==> src/rtl/fetch_unit.sv <==
// fetch_unit: credit-based instruction fetch with in-flight PC tracking, redirect squashing and an instruction queue.
module fetch_unit #(
  parameter int XLEN = 32,
  parameter logic [XLEN-1:0] RESET_PC = 32'h80000000,
  parameter int DEPTH = 4
) (
  input  logic            clk,
  input  logic            rst,
  output logic            imem_req_valid,
  input  logic            imem_req_ready,
  output logic [XLEN-1:0] imem_req_addr,
  input  logic            imem_rsp_valid,
  input  logic [31:0]     imem_rsp_data,
  input  logic            redirect_valid,
  input  logic [XLEN-1:0] redirect_pc,
  output logic            inst_valid,
  input  logic            inst_ready,
  output logic [31:0]     inst_data,
  output logic [XLEN-1:0] inst_pc
);
  localparam int AW = $clog2(DEPTH);
  localparam int CW = $clog2(DEPTH + 1);
  typedef enum logic {IDLE, FETCH} state_t;
  state_t          r_state;
  logic [XLEN-1:0] r_pc;
  logic [XLEN-1:0] r_if_pc [DEPTH];
  logic [AW-1:0]   r_if_wp, r_if_rp;
  logic [CW-1:0]   r_inflight, r_drop;
  logic [XLEN-1:0] r_q_pc [DEPTH];
  logic [31:0]     r_q_data [DEPTH];
  logic [AW-1:0]   r_q_wp, r_q_rp;
  logic [CW-1:0]   r_q_cnt;
  logic w_fetch, w_redir, w_credit, w_req_hs, w_rsp, w_keep, w_pop;
  // Outputs are gated by rst so nothing leaks out while reset is being applied.
  assign w_fetch  = rst && r_state == FETCH;
  assign w_redir  = w_fetch && redirect_valid;
  assign w_credit = ({1'b0, r_inflight} + {1'b0, r_q_cnt}) < (CW + 1)'(DEPTH);
  assign imem_req_valid = w_fetch && !redirect_valid && w_credit;
  assign imem_req_addr  = r_pc;
  assign w_req_hs = imem_req_valid && imem_req_ready;
  assign w_rsp    = imem_rsp_valid && r_inflight != '0;
  assign w_keep   = w_rsp && r_drop == '0 && !w_redir;
  assign inst_valid = w_fetch && !redirect_valid && r_q_cnt != '0;
  assign inst_data  = r_q_data[r_q_rp];
  assign inst_pc    = r_q_pc[r_q_rp];
  assign w_pop      = inst_valid && inst_ready;
  always_ff @(posedge clk) begin
    if (w_req_hs) r_if_pc[r_if_wp] <= r_pc;
    if (w_keep) begin
      r_q_pc[r_q_wp]   <= r_if_pc[r_if_rp];
      r_q_data[r_q_wp] <= imem_rsp_data;
    end
  end
  always_ff @(posedge clk) begin
    if (!rst) begin
      r_state    <= IDLE;
      r_pc       <= RESET_PC;
      r_if_wp    <= '0;
      r_if_rp    <= '0;
      r_inflight <= '0;
      r_drop     <= '0;
      r_q_wp     <= '0;
      r_q_rp     <= '0;
      r_q_cnt    <= '0;
    end else begin
      r_state <= FETCH;
      r_pc <= w_redir ? (redirect_pc & ~XLEN'(3)) : w_req_hs ? r_pc + XLEN'(4) : r_pc;
      if (w_req_hs) r_if_wp <= r_if_wp + AW'(1);
      if (w_rsp) r_if_rp <= r_if_rp + AW'(1);
      r_inflight <= r_inflight + CW'(w_req_hs) - CW'(w_rsp);
      // Everything still outstanding after this edge's response belongs to the wrong path.
      if (w_redir) r_drop <= r_inflight - CW'(w_rsp);
      else if (w_rsp && r_drop != '0) r_drop <= r_drop - CW'(1);
      if (w_redir) begin
        r_q_wp  <= '0;
        r_q_rp  <= '0;
        r_q_cnt <= '0;
      end else begin
        if (w_keep) r_q_wp <= r_q_wp + AW'(1);
        if (w_pop) r_q_rp <= r_q_rp + AW'(1);
        r_q_cnt <= r_q_cnt + CW'(w_keep) - CW'(w_pop);
      end
    end
  end
endmodule

==> config.mk <==
export PLATFORM = sky130hd
export DESIGN_NAME = fetch_unit
export DESIGN_NICKNAME = d
export VERILOG_FILES = /design/src/rtl/fetch_unit.sv
export SDC_FILE = /design/constraint.sdc
export NUM_CORES = 1
export LEC_CHECK = 0
export BUFFER_PORTS_ARGS = -buffer_cell sky130_fd_sc_hd__buf_2
export CELL_PAD_IN_SITES_DETAIL_PLACEMENT = 1
export CELL_PAD_IN_SITES_GLOBAL_PLACEMENT = 2
export CORE_MARGIN = 4
export CORE_UTILIZATION = 43
export CTS_CLUSTER_SIZE = 14
export DETAILED_ROUTE_END_ITERATION = 10
export GPL_TIMING_DRIVEN = 0
export MAX_ROUTING_LAYER = met4
export PLACE_DENSITY = 0.89
export RECOVER_POWER = 100
export SLEW_MARGIN = 20
export SYNTH_ARGS = -nofsm -noshare
export SYNTH_HDL_FRONTEND = slang
export SYNTH_SLANG_ARGS = --single-unit
export TNS_END_PERCENT = 50
==> constraint.sdc <==
create_clock -name clk -period 9.4 [get_ports clk]
set_clock_uncertainty 0.1 [all_clocks]
set_input_delay 0.94 -clock clk [delete_from_list [all_inputs] [get_ports clk]]
set_output_delay 0.94 -clock clk [all_outputs]
set_load 0.005 [all_outputs]
==> metrics.md <==
| Metric | Value |
|---|---|
| Main flop type after synthesis | edfxtp_1 |
| I/O pin count | 168 |
| Post-synthesis mux area share | 13.0% |
| Final setup viols | 0 |
| Leading area contributor after synthesis | edfxtp_1 |
| Post-synth ARST share | 0% |
| RD Place Congestion | roughly 0.82 |
| WL per Instance | 23.9 um |
| Max cap viols | 9 |
| Flop2flop setup slack | 3.85 ns |
| Iter 0 DRT Violations | 563 |
| CORE AREA | 0.0368 sq mm |
| Cts hold-fix bufs | 0 |
| Slew headroom | -78.2% |
| Cell area after synthesis | ~0.016 sq mm |
| Leakage power | 6.04 nW |
| Die Width | 202 um |
| Antenna diodes | 0 |
| Post-synthesis average cell area | 19.8 sq um |
| Combinational family with the most area after synthesis | multiplexers |
| Post-synth EDFFs | 368 |
| Via-per-instance ratio | 5.46 |
| Half-perimeter wire length after placement | 24.7 mm |
| Worst EP required | 9.42 ns |
| CP Capture Type | flop |
| Num CTS Buffers | 45 |
| Clock input transition at the sequential cells of the worst setup and hold paths | 0.06 ns |
| Period utilization | between 50 and 60% |
| Pwr per Cell Area | 241 mW/mm^2 |
| Synth unique cells | 46 |
| Worst Path Max Fanout | 32 |
| Post-cts gate resize count | 0 |
| Min-Delay Path Class | reg -> reg |
| Failing checks | max-capacitance violations, max-slew violations |
| Post-synthesis simple-gate area fraction | 4.46% |
| Pin count of the biggest net entering global routing | 36 |
| Post-synth top area share | about two thirds |
| Share of post-route cells with drive strength above 1 | between 20% and 30% |
| Xor/xnor share of the synthesized area | under 10% |
| Synth-to-layout area growth | 16.8% |
| PortBufs | between 150 and 200 |
| TritonRoute pass-1 iters | 5 |
| Post-CTS setup buffers | 0 |
| Root Buffer | clkbuf_16 |
| Site Rows | 70 |
| Antenna Violating Nets Remaining | 0 |
| Main area contributors after synthesis | edfxtp_1, mux4_2, dfxtp_1 |
| Outcome | finished with violations |
| Commonest cells in the netlist | edfxtp_1, mux4_2, dfxtp_1 |
| Post-synthesis sequential area ratio | 75.0% |
| Die ar. | 0.0406 sq mm |
| TritonCTS clock tree | yes |
| First-pass GRT wire length | 56.9 mm |
| Layout Nets | 1,125 |
| Final Slew Violations | 283 |
| Top-count cell post-synth | edfxtp_1 |
| VDD IR-drop max | between 0.1 and 0.15 mV |
| Yosys Warn Count | 0 |
| Synth Area in Compound Gates | approximately 2.3% |
| RSZ-0062 raised after global routing | no |
| Finished Cell Area | 0.0188 sq mm |
| Adder-Cell Fraction of Synth Area | 1.72% |
| Achievable Freq | roughly 180 MHz |
| Initial core utilization | a little over two fifths |
| Post-synthesis register bit count | 420 |
| Antenna violations before repair | 0 |
| H-tree lvl count | 2 |
| Worst-Margin Slew | between 2 and 3 ns |
| Tot GR Track Use | 18.8% |
| Clk buf depth | 3 |
| Final Hold Fails | 0 |
| Total wire length | around 37 mm |
| Fin crit period | 5.57 ns |
| Grt ovf | 0 |
| Die Span Y | 202 um |
| Vias in the first global route | 9,267 |
| Startpoint Class | input pin |
| Clk sinks | 420 |
| Remaining DRCs | 0 |
| TNS Setup | 0 ns |
| Arr. time, crit path | 5.59 ns |
| WHS | approximately 0.42 ns |
| Area after DPL | 0.0177 sq mm |
| Syn Inst Count | 815 |
| CP Class | in -> reg |
| DR vias | 8,397 |
| Clock latency on the worst-skew pair | 0.54 ns |
-- area by class of cell --
cell class	instances	area, sq um
plain buffers	42	175
well taps	468	586
clock inverters	18	140
inverters	21	78.8
flip-flops and latches	420	12100
fillers	3477	18000
multi-input cells	335	3720
repair buffers	169	723
clock buffers	66	1320
-- through the flow --
step           utilization [%]  worst slack [ns]  instances  power (mW)
2_1_floorplan                -              5.80        818        2.65
3_3_place_gp              47.6              4.15       1447        2.86
3_5_place_dp              48.1              5.82       1455        2.89
4_1_cts                   52.1              5.59       1539        4.62
5_1_grt                   51.2              3.42       1539        4.75
6_report                  51.2              3.83       1539        4.54
-- power breakdown --
part / internal (mW) / switching [mW]
sequential: 2.22 / 0.0566
combinational: 0.244 / 0.309
clock: 1.03 / 0.688
total: 3.49 / 1.05
-- sequential cells by signal, summed over array words and instances (netlist names), named ones only --
register,count
r_state,1
r_drop,3
r_q_cnt,3
r_q_pc,120
r_if_pc,120
r_if_wp,2
imem_req_addr,30
r_q_rp,2
r_q_data,128
r_inflight,3
r_if_rp,2
r_q_wp,2
-- critical path, cell delays in order --
cell and delay (ns):
buf_2 0.09, o31a_1 0.32, and4_1 0.25, clkbuf_1 0.34
and2_0 2.01, clkbuf_1 1.60
-- layout by cell type (no fill, tap or decap), types with 4 or more instances in the layout --
cell type / instances
edfxtp_1: 368
clkbuf_1: 145
mux4_2: 92
buf_2: 73
dfxtp_1: 52
clkbuf_16: 47
o21ai_0: 25
xnor2_1: 24
inv_1: 21
nand3_1: 21
nor2_1: 20
ha_1: 19
a21oi_1: 18
nand2_1: 15
nor3_1: 13
and4_1: 9
and2_0: 9
and3_1: 9
xor2_1: 8
nor4_1: 8
clkinv_2: 8
clkbuf_8: 7
nand4_1: 6
a211oi_1: 6
clkinv_1: 6
buf_4: 4
conb_1: 4
-- layer usage --
layer	up-vias	share of wire, %	GRT usage [%]
met1	4346	42	24.1
met2	266	51	31.2
met5	-	0	-
met4	0	1.8	4.71
li1	3734	-	-
met3	51	5.6	3.61
-- final timing paths --
kind / to / depth (start not counted) / from
max: r_q_data[3][23] / 6 / imem_rsp_valid
min: r_if_wp[1] / 2 / r_if_wp[1]
max reg2reg: r_q_data[3][23] / 5 / r_inflight[2]
min reg2reg: r_if_wp[1] / 2 / r_if_wp[1]
-- kinds of logic after synthesis --
family | count (synthesis)
buffers and inverters | 63
flip-flops | 420
adder cells (fa/ha/maj) | 21
AND/OR/NAND/NOR | 121
multiplexers | 95
XOR/XNOR | 32
AO/OA/AOI/OAI | 62
other | 1
Note: power is estimated with default switching activity, not from simulation.
